<file path="src/rtl/ifetch.sv">
// ifetch: instruction fetch stage; one outstanding imem request, in-order FIFO of {pc, word} to decode.
// Latency: imem_req at t, imem_ack at t+k, inst_valid at t+k+1 (t+k with IFETCH_BYPASS_EN on an empty buffer).
// Backpressure: stall holds the head; requests are issued only while the buffer has a free entry.
// Optional macro IFETCH_BYPASS_EN: present an acknowledged word in its arrival cycle when the buffer is empty.

// ifetch_fifo: small circular buffer with synchronous flush.
// Latency: push visible at head the cycle after the write.
// Backpressure: the writer must not push while full; pop on an empty buffer is ignored.
module ifetch_fifo #(
    parameter int WIDTH = 64,
    parameter int DEPTH = 2
) (
    input  logic             clk,
    input  logic             rst_n,
    input  logic             flush,
    input  logic             push_vld,
    input  logic [WIDTH-1:0] push_dat,
    input  logic             pop_rdy,
    output logic [WIDTH-1:0] head_dat,
    output logic [$clog2(DEPTH):0] cnt
);
    localparam int AW = $clog2(DEPTH);
    localparam int CW = AW + 1;
    localparam logic [CW-1:0] DEPTH_CNT = CW'(DEPTH);

    logic [WIDTH-1:0] mem_q [DEPTH];
    logic [WIDTH-1:0] mem_d [DEPTH];
    logic [AW-1:0]    wr_ptr_q, wr_ptr_d;
    logic [AW-1:0]    rd_ptr_q, rd_ptr_d;
    logic [CW-1:0]    cnt_q, cnt_d;
    logic             do_push, do_pop;

    // Pointer/count update; flush wins over any push or pop in the same cycle.
    always_comb begin
        mem_d    = mem_q;
        wr_ptr_d = wr_ptr_q;
        rd_ptr_d = rd_ptr_q;
        cnt_d    = cnt_q;
        do_push  = push_vld && !flush;
        do_pop   = pop_rdy && (cnt_q != '0) && !flush;
        if (flush) begin
            wr_ptr_d = '0;
            rd_ptr_d = '0;
            cnt_d    = '0;
        end else begin
            if (do_push) begin
                mem_d[wr_ptr_q] = push_dat;
                wr_ptr_d        = wr_ptr_q + 1'b1;
            end
            if (do_pop) begin
                rd_ptr_d = rd_ptr_q + 1'b1;
            end
            if (do_push && !do_pop) begin
                cnt_d = cnt_q + 1'b1;
            end else if (!do_push && do_pop) begin
                cnt_d = cnt_q - 1'b1;
            end
        end
    end

    // Buffer state registers.
    always_ff @(posedge clk or negedge rst_n) begin
        if (!rst_n) begin
            for (int i = 0; i < DEPTH; i++) begin
                mem_q[i] <= '0;
            end
            wr_ptr_q <= '0;
            rd_ptr_q <= '0;
            cnt_q    <= '0;
        end else begin
            mem_q    <= mem_d;
            wr_ptr_q <= wr_ptr_d;
            rd_ptr_q <= rd_ptr_d;
            cnt_q    <= cnt_d;
        end
    end

    assign head_dat = mem_q[rd_ptr_q];
    assign cnt      = cnt_q;

    // The fetch FSM only requests with a free slot and one request in flight, so this never fires.
    a_no_overflow: assert property (@(posedge clk) disable iff (!rst_n)
        !(push_vld && !flush && (cnt_q == DEPTH_CNT)))
        else $error("ifetch_fifo: push while full");
endmodule

module ifetch #(
    parameter logic [31:0] RESET_PC   = 32'h0000_0000,
    parameter int          FIFO_DEPTH = 2
) (
    input  logic        clock,
    input  logic        reset_n,
    output logic        imem_req,
    output logic [31:0] imem_addr,
    input  logic        imem_ack,
    input  logic [31:0] imem_rdata,
    input  logic        stall,
    input  logic        redirect,
    input  logic [31:0] redirect_pc,
    output logic [31:0] pc,
    output logic [31:0] inst_word,
    output logic        inst_valid
);
    localparam int CW = $clog2(FIFO_DEPTH) + 1;
    localparam logic [CW-1:0] DEPTH_CNT = CW'(FIFO_DEPTH);

    typedef enum logic [1:0] {
        S_REQ  = 2'd0,
        S_WAIT = 2'd1,
        S_DROP = 2'd2
    } state_t;

    state_t      state_q, state_d;
    logic [31:0] fetch_pc_q, fetch_pc_d;
    logic        imem_req_q, imem_req_d;
    logic [31:0] imem_addr_q, imem_addr_d;

    logic          push_vld;
    logic          pop_rdy;
    logic          fifo_vld;
    logic          bypass_hit;
    logic [63:0]   head_dat;
    logic [CW-1:0] fifo_cnt;
    logic [1:0]    unused_redirect_lsb;

    // Low address bits of a redirect target are forced to zero, so they are never read.
    assign unused_redirect_lsb = redirect_pc[1:0];

    assign fifo_vld = (fifo_cnt != '0);
    assign pop_rdy  = fifo_vld && !stall && !redirect;

`ifdef IFETCH_BYPASS_EN
    // A response landing on an empty buffer can go straight to decode.
    assign bypass_hit = (state_q == S_WAIT) && imem_ack && !redirect && !fifo_vld;
`else
    assign bypass_hit = 1'b0;
`endif

    // Fetch FSM: request issue, response capture and redirect handling.
    always_comb begin
        state_d     = state_q;
        fetch_pc_d  = fetch_pc_q;
        imem_req_d  = 1'b0;
        imem_addr_d = imem_addr_q;
        push_vld    = 1'b0;
        if (redirect) begin
            fetch_pc_d = {redirect_pc[31:2], 2'b00};
            // A request still in flight must have its response swallowed.
            if ((state_q == S_WAIT || state_q == S_DROP) && !imem_ack) begin
                state_d = S_DROP;
            end else begin
                state_d = S_REQ;
            end
        end else begin
            case (state_q)
                S_REQ: begin
                    if (fifo_cnt < DEPTH_CNT) begin
                        imem_req_d  = 1'b1;
                        imem_addr_d = fetch_pc_q;
                        state_d     = S_WAIT;
                    end
                end
                S_WAIT: begin
                    if (imem_ack) begin
                        // A bypassed word consumed by decode this cycle is not buffered.
                        push_vld   = !(bypass_hit && !stall);
                        fetch_pc_d = fetch_pc_q + 32'd4;
                        state_d    = S_REQ;
                    end
                end
                S_DROP: begin
                    if (imem_ack) begin
                        state_d = S_REQ;
                    end
                end
                default: state_d = S_REQ;
            endcase
        end
    end

    // Fetch FSM and request registers.
    always_ff @(posedge clock or negedge reset_n) begin
        if (!reset_n) begin
            state_q     <= S_REQ;
            fetch_pc_q  <= RESET_PC;
            imem_req_q  <= 1'b0;
            imem_addr_q <= RESET_PC;
        end else begin
            state_q     <= state_d;
            fetch_pc_q  <= fetch_pc_d;
            imem_req_q  <= imem_req_d;
            imem_addr_q <= imem_addr_d;
        end
    end

    ifetch_fifo #(
        .WIDTH (64),
        .DEPTH (FIFO_DEPTH)
    ) u_fifo (
        .clk      (clock),
        .rst_n    (reset_n),
        .flush    (redirect),
        .push_vld (push_vld),
        .push_dat ({imem_addr_q, imem_rdata}),
        .pop_rdy  (pop_rdy),
        .head_dat (head_dat),
        .cnt      (fifo_cnt)
    );

    // Decode-facing outputs: buffer head, else bypassed response, else idle nop at fetch_pc.
    always_comb begin
        inst_valid = fifo_vld;
        pc         = fetch_pc_q;
        inst_word  = 32'h0;
        if (fifo_vld) begin
            pc        = head_dat[63:32];
            inst_word = head_dat[31:0];
        end else if (bypass_hit) begin
            inst_valid = 1'b1;
            pc         = imem_addr_q;
            inst_word  = imem_rdata;
        end
    end

    assign imem_req  = imem_req_q;
    assign imem_addr = imem_addr_q;
endmodule

</file>
<file path="config.mk">
export PLATFORM = sky130hd
export DESIGN_NAME = ifetch
export DESIGN_NICKNAME = d
export VERILOG_FILES = /design/src/rtl/ifetch.sv
export SDC_FILE = /design/constraint.sdc
export NUM_CORES = 1
export LEC_CHECK = 0
export BUFFER_PORTS_ARGS = -buffer_cell sky130_fd_sc_hd__buf_2
export CAP_MARGIN = 10
export CORE_UTILIZATION = 52
export CTS_CLUSTER_DIAMETER = 40
export DETAILED_ROUTE_END_ITERATION = 6
export MAX_ROUTING_LAYER = met4
export PLACE_DENSITY_LB_ADDON = 0.2
export SKIP_CTS_REPAIR_TIMING = 1
export SYNTH_ARGS = -nofsm -noshare
export SYNTH_HDL_FRONTEND = slang
export SYNTH_HIERARCHICAL = 1
export SYNTH_SLANG_ARGS = --single-unit
export TNS_END_PERCENT = 5
</file>
<file path="constraint.sdc">
create_clock -name clock -period 3.73 [get_ports clock]
set_clock_uncertainty 0.1 [all_clocks]
set_input_delay 0.5595 -clock clock [delete_from_list [all_inputs] [get_ports clock]]
set_output_delay 0.5595 -clock clock [all_outputs]
set_load 0.005 [all_outputs]
</file>
# Yosys cells after proc, flatten, opt, wreduce, memory -nomap -nowiden
# Index checks and enable logic that the tools add are counted.
totals:
  ff_bits: 199
  word_cells: 82
op_classes:
  addsub: 5
  order_cmp: 4
  eq_ne: 4
  n_mux: 30
  bitwise_logic: 3
  n_reduce_logical: 27
ops:
  columns: ["op", "n"]
  rows:
  - ["two-way mux 64 bit", 4]
  - ["two-way mux 32 bit", 5]
  - ["bitwise mux 128 bit", 1]
  - ["demux 64 bit (select 1 bit)", 1]
  - ["adder 32 x 3 -> 32 bit (second input constant)", 1]
  - ["two-way mux 2 bit", 7]
  - ["two-way mux 1 bit", 11]
  - ["nonzero test 2 bit", 5]
  - ["logical AND 1 bit", 9]
  - ["AND reduction 2 bit", 3]
  - ["zero test 1 bit", 5]
  - [">= comparator 2 bit (second input constant)", 2]
  - ["inverter 1 -> 2 bit", 2]
  - ["one-hot mux 2 bit (2 select lines)", 1]
  - ["inequality test 3 x 1 -> 1 bit (second input constant)", 1]
  - ["inequality test 3 bit (second input constant)", 1]
  - ["AND reduction 3 bit", 1]
  - ["nonzero test 3 bit", 1]
  - ["adder 1 bit (second input constant)", 2]
  - ["adder 2 x 1 -> 2 bit (second input constant)", 1]
  - ["equality test 2 x 1 -> 1 bit (second input constant)", 1]
  - ["equality test 2 bit (second input constant)", 1]
  - ["zero test 2 bit", 1]
  - ["less-than comparator 2 x 1 -> 1 bit (second input constant)", 1]
  - ["5 further kinds", 5]

# Depth between registers and ports, before layout
# Gate-level depths: netlist of run 1.
depth:
  depth_word: 9
  ltp_mapped: 9
  mapped_depth_nobuf: 6

# Modules after synthesis
# Netlist of run 1, hierarchy kept.
by_module_without_submodules:
  columns: ["module", "n_inst", "cells_per_inst", "area_each_um2", "seq_area_each_um2"]
  rows:
  - ["ifetch_fifo", 1, 362, 6349.8, 3303.2]
  - ["ifetch", 1, 361, 3636.0, 1576.5]

# Worst setup path after synthesis of run 1
# OpenSTA, ideal clock, no wires.
synth_timing:
  kind: "input -> register"
  startpoint: "input port redirect"
  endpoint: "register u_fifo/mem_q[100] in the netlist's numbering"
  setup_time_ns: 0.125
  t_arrival_ns: 2.262
  required_time_ns: 3.505
  setup_slack_ns: 1.242
  stages: 9
  path_buffers: 6
  cell_sequence: "clkbuf_1 > clkbuf_1 > clkbuf_1 > nor2_1 > buf_6 > nor3b_4 > buf_12 > buf_12 > mux2_4"
synth_between:
  elab_chain_cells: 3
  elab_cells_between_ends: 5
  classes_between: "1 x mux; 1 x bitwise; 3 x reduce/logical"
synth_rtl:
  columns: ["element", "line_no", "rtl"]
  rows:
  - ["from (decl)", "98", "input logic redirect,"]
  - ["two-way mux 1 bit", "146", "if (redirect) begin"]
  - ["via push_vld", "118", "logic push_vld;"]
  - ["logical AND 1 bit", "39", "do_push = push_vld && !flush;"]
  - ["AND reduction 2 bit (no source line)", null, null]
  - ["to (signal assigned)", "71", "mem_q <= mem_d;"]
  - ["to (decl)", "26", "logic [WIDTH-1:0] mem_q [DEPTH];"]
# The timed path passes the listed nets, and every way through them passes these cells.
# A chain may end at the register's enable or synchronous reset.

# Worst setup path in the final report of run 1
layout_timing:
  startpoint: "register u_fifo.cnt_q[1], in the netlist u_fifo/cnt[1]"
  endpoint: "output port inst_word[3]"
layout_between:
  elab_chain_cells: 2
layout_rtl:
  columns: ["element", "line_no", "rtl"]
  rows:
  - ["from (decl)", "30", "logic [CW-1:0] cnt_q, cnt_d;"]
  - ["from (signal assigned)", "74", "cnt_q <= cnt_d;"]
  - ["nonzero test 2 bit", "129", "assign fifo_vld = (fifo_cnt != '0);"]
  - ["two-way mux 32 bit", "215", "if (fifo_vld) begin"]
  - ["to (decl)", "101", "output logic [31:0] inst_word,"]
# Every way passes these cells.

==> results of run 1 <==
power by group:
group,switching (mW),internal (mW)
logic,0.564,1.16
registers,0.426,2.70
clock network,0.797,1.09
registers in the layout, indices dropped and copies added, names as in the netlist:
register	cells
imem_addr	30
fetch_pc_q	30
state_q	2
u_fifo/wr_ptr_q	1
u_fifo/rd_ptr_q	1
imem_req	1
u_fifo/cnt	2
u_fifo/mem_q	128
kinds of logic (layout without fill, tap and decap cells):
kind of cell / count (synthesis) / count (layout) / synth area share
other: 1 / 7 / 0.000376
AND/OR/NAND/NOR: 150 / 150 / 0.0870
buffers and inverters: 55 / 214 / 0.0465
AO/OA/AOI/OAI: 56 / 56 / 0.0357
flip-flops: 195 / 195 / 0.489
adder cells (fa/ha/maj): 3 / 3 / 0.00376
multiplexers: 249 / 249 / 0.326
XOR/XNOR: 14 / 14 / 0.0123
cell type report:
class,count,area [um^2]
fillers,1489,7320
flip-flops and latches,195,4880
multi-input cells,478,4670
repair buffers,175,967
clock buffers,19,453
well taps,234,293
clock inverters,12,155
inverters,8,30.0
diodes,1,2.50
per-stage QoR:
| step | util | hold WS (ns) | cells |
|---|---|---|---|
| final | 0.610 | 0.100 | 1122 |
| after detailed placement | 0.578 | 0.389 | 1090 |
| after floorplan | - | 0.164 | 728 |
| after global routing | 0.610 | 0.144 | 1122 |
| after CTS | 0.610 | 0.127 | 1121 |
| after global placement | 0.578 | 0.381 | 1090 |
per-layer routing:
| layer | global-route usage | part of all wire | up-vias |
|---|---|---|---|
| met5 | - | 0 | - |
| met2 | 0.389 | 0.49 | 181 |
| met3 | 0.0567 | 0.050 | 24 |
| met1 | 0.302 | 0.45 | 3212 |
| met4 | 0.0595 | 0.012 | 0 |
| li1 | - | - | 2892 |
how the worst max path moves through the flow:
stage,from,to,slack (ns),cells past startpoint
6_report,u_fifo/cnt[1],inst_word[3],0.77,5
5_1_grt,u_fifo/cnt[1],inst_word[20],0.61,5
4_1_cts,u_fifo/cnt[1],inst_word[3],0.74,5
3_5_place_dp,imem_ack,fetch_pc_q[25],1.08,5
3_3_place_gp,imem_ack,fetch_pc_q[23],1.11,5
2_1_floorplan,redirect,u_fifo/mem_q[100],1.24,9
synthesized netlist by cell type, types with 2 or more instances:
library cell and n:
buf_12 13, dfrtp_1 195, inv_1 7, a21oi_1 3, o211ai_1 5, and4_1 6
buf_4 3, o31ai_1 9, nor3b_1 3, and2_1 35, nor3_1 2, clkbuf_1 17
nor4_1 2, o21ai_0 21, buf_6 3, or4_1 17, nand4_1 8, xor2_1 7
a31oi_1 11, nand3_1 12, ha_1 3, mux2_2 128, mux2_4 120, xnor2_1 7
o31a_1 2, nand2_1 35, nand3b_1 2, nand2b_1 2, buf_2 10, nor2_1 17
==> impl_metrics.tcl, run 1 <==
set metrics [dict create \
    outcome "completed" \
    drv_slew 0 \
    start_util 0.532 \
    worstSetupPathType "reg2out" \
    placed_area_um2 10800 \
    grt_pass1_wl_um 35700 \
    ys_ff_latch 195 \
    r2r-end "fetch_pc_q[23]" \
    fmax_ghz 0.338 \
    slowest_delay_ns 0.48 \
    syn_area_um2 9990 \
    hold_violations 0 \
    rrSetupSlack_ns 1.02 \
    detail_route.wl_per_cell_um 19.6 \
    slowest_stage "dfrtp_1" \
    min_period_ns 2.96 \
    io_buffers 162 \
    routed_via_density 5.62 \
    setup_viol 0 \
    timing.final.ws_setup_ns 0.768 \
    total_power_mw 6.74 \
    fin_nets 947 \
    most-common-layout-cells "dfrtp_1 (194), buf_2 (161), mux2_2 (128), mux2_4 (120)" \
    clk_path_buf_depth 2 \
    start_kind "register" \
    critPathBufInv 3 \
    worst_slew_pin_slew_ns 0.801 \
    synthToLayoutAreaGrowth_pct 14.7 \
    die_area_um2 19800 \
    fin_area_um2 11400 \
    synth_flop_cell "dfrtp_1" \
    worstPathArrival_ns 2.30 \
    final_common_cell "dfrtp_1" \
    ys_seq_area_frac 0.489 \
    cts_tree "yes" \
    async_reset_ff_frac 1.00 \
    ioPinCount 167 \
    drtIter0Drc 371 \
    antenna_found_initial 1 \
    critical-path-top-delay-family "buffers and inverters" \
    coreArea_um2 18800 \
    syn_inst 723 \
    fin_setup_tns_ns 0 \
    cts_buffers 17 \
    syn_area_per_cell_um2 13.8 \
    required_ns 3.07 \
    hpwl_um 14200 \
    route.detailed.drc 0 \
    ant_nets 0 \
    synth_warnings 6 \
    r2r-start "state_q[1]" \
    end_kind "primary output" \
    die_x_um 141 \
    fp.dieH_um 141 \
    p_leak_nw 5.52 \
    synthTopCellsByArea "dfrtp_1 (49%), mux2_4 (18%), mux2_2 (14%), buf_12 (2.6%), and2_1 (2.2%)" \
    clk_pin_slew_worst_paths_ns 0.07 \
    hold_class "in2async" \
    cts-root-buf "clkbuf_16" \
    grt_max_degree 98 \
    grt_pass1_vias 6687 \
    path_max_fanout 28 \
    drive_gt1_frac 0.520 \
    peakVddDrop_mv 0.351 \
    yosys.area.top_type "dfrtp_1" \
    clock_latency_ns 0.42 \
    pre_cts_ws_ns 1.08 \
    vias 6309 \
    power.density_nw_per_um2 589 \
    dr.pass1.iters 7 \
    drv_cap 0 \
    wl_um 22000 \
    overflow 0 \
    relSlewSlack 0.466 \
    clock-sinks 195 \
    rsz0062_at_grt "false" \
    track_usage 0.239 \
    synth_edf_count 0 \
    worstPathCellList "nor2_2 > clkinv_1 > buf_4 > and2_1 > buf_2" \
    synth_cell_types 48 \
    row_count 50 \
    period_share 0.794 \
    htreeDepth 4 \
    gp_congestion 0.815 \
    ff2ff_path_depth 6 \
    yosysTopAreaCellShare 0.489 \
]
(Power assumes the default switching activity.)
==> inputs of run 2 (changes only) <==
==> constraint.sdc (replaced) <==
create_clock -name clock -period 2.9 [get_ports clock]
set_clock_uncertainty 0.1 [all_clocks]
set_input_delay 0.435 -clock clock [delete_from_list [all_inputs] [get_ports clock]]
set_output_delay 0.435 -clock clock [all_outputs]
set_load 0.005 [all_outputs]
==> run 2 against run 1 <==
Count of clock-buffer cells in the layout is 1 higher. Combinational power is 29% higher. Worst hold slack improved by 0.012 ns. Highest routed layer unchanged.
==> impl_metrics.tcl, run 2 (synthesized netlist as in run 1, its figures left out) <==
set metrics [dict create \
    fin_setup_tns_ns 0 \
    start_kind "register" \
    hold_violations 0 \
    multiInputGateArea_um2 4670 \
    most-common-layout-cells "dfrtp_1 (194), buf_2 (161), mux2_2 (128), mux2_4 (120)" \
    peakVddDrop_mv 0.414 \
    drv_slew 0 \
    period_share 0.925 \
    ioPinCount 167 \
    routed_via_density 5.63 \
    slowest_delay_ns 0.48 \
    outcome "completed" \
    drv_cap 0 \
    row_count 50 \
    critPathMostFrequentCell "buf_4" \
    cts-root-buf "clkbuf_16" \
    io_buffers 162 \
    ff_latch_area_um2 4880 \
    hold_class "in2reg" \
    detail_route.wl_per_cell_um 19.8 \
    fin_nets 955 \
    worstPathCellList "nor2_2 > buf_4 > clkinv_1 > buf_4 > mux2_2 > buf_2" \
    setup_viol 0 \
    largest_reg_flops 128 \
    min_period_ns 2.68 \
    fmax_ghz 0.373 \
    top_register "u_fifo/mem_q" \
    slowest_stage "dfrtp_1" \
    route.detailed.drc 0 \
    clk_pin_slew_worst_paths_ns 0.07 \
    critical-path-top-delay-family "buffers and inverters" \
    hpwl_um 14600 \
    n_fill_cell 1503 \
    coreArea_um2 18800 \
    path_max_fanout 17 \
    wl_um 22400 \
    relSlewSlack 0.366 \
    pre_cts_ws_ns 0.342 \
    drtIter0Drc 303 \
    fin_area_um2 11500 \
    dr.pass1.iters 4 \
    synthToLayoutAreaGrowth_pct 15.2 \
    grt_max_degree 99 \
    end_kind "primary output" \
    critPathBufInv 4 \
    power.density_nw_per_um2 759 \
    final_util 0.613 \
    overflow 0 \
    fp.dieH_um 141 \
    antenna_found_initial 3 \
    die_x_um 141 \
    final_common_cell "dfrtp_1" \
    ant_nets 0 \
    clock-sinks 195 \
    grt_pass1_wl_um 36300 \
    worstSetupPathType "reg2out" \
    timing.final.ws_setup_ns 0.218 \
    grt_pass1_vias 6817 \
    start_util 0.532 \
    rsz0062_at_grt "false" \
    required_ns 2.37 \
    track_usage 0.243 \
    drive_gt1_frac 0.523 \
    gp_congestion 0.820 \
    worst_slew_pin_slew_ns 0.951 \
    worstPathArrival_ns 2.15 \
    clock_latency_ns 0.43 \
    cts_buffers 17 \
    clk_path_buf_depth 2 \
    vias 6376 \
    p_leak_nw 5.55 \
    cts_tree "yes" \
    rrSetupSlack_ns 0.32 \
    htreeDepth 4 \
    placed_area_um2 10900 \
    die_area_um2 19800 \
]
==> run 2: layout make-up <==
| cell class | count | share of cell area |
|---|---|---|
| Sequential cell | 195 | 0.424 |
| Multi-Input combinational cell | 478 | 0.406 |
| Clock buffer | 20 | 0.0406 |
| Inverter | 8 | 0.00261 |
| Antenna cell | 3 | 0.000653 |
| Timing Repair Buffer | 183 | 0.0874 |
| Clock inverter | 11 | 0.0131 |
| Tap cell | 234 | 0.0255 |
==> run 2: where the power goes <==
group	leakage (nW)	internal, mW	total, mW	switching (mW)
logic	2.79	1.50	2.23	0.724
registers	2.46	3.48	4.02	0.546
clock network	0.299	1.43	2.48	1.05
==> run 2: worst paths after layout <==
check                                startpoint  depth (start not counted)                 to
worst max-delay path              u_fifo/cnt[1]                          6             pc[30]
worst min-delay path            redirect_pc[14]                          3     fetch_pc_q[14]
worst max register to register       state_q[1]                          7  u_fifo/mem_q[100]
worst min register to register  u_fifo/mem_q[1]                          1    u_fifo/mem_q[1]
max in group asynchronous               reset_n                          3   u_fifo/mem_q[91]
min in group asynchronous               reset_n                          2    u_fifo/mem_q[8]
==> run 2: routing by layer <==
metal | share of wire | wire (um) | vias to the layer above | global-route usage
li1 | - | - | 2912 | -
met1 | 0.45 | 10000 | 3247 | 0.311
met2 | 0.49 | 10900 | 189 | 0.387
met3 | 0.054 | 1210 | 28 | 0.0591
met4 | 0.013 | 286 | 0 | 0.0681
met5 | 0 | 0 | - | -
==> run 2: worst reg2reg max path, cell delays in order (launching register included) <==
cell     delay [ns]
dfrtp_1        0.36
inv_1          0.09
ha_1           0.22
nand2_1        0.14
nor2_1         0.41
nor3b_4        0.33
buf_4          0.45
mux2_4         0.35
==> run 2: stage by stage <==
step	instances	hold WS, ns	total power, mW
after floorplan	728	0.0394	5.55
after global placement	1097	0.308	6.14
after detailed placement	1097	0.313	6.29
after CTS	1128	-0.154	8.81
after global routing	1132	0.110	9.19
final	1132	0.113	8.73
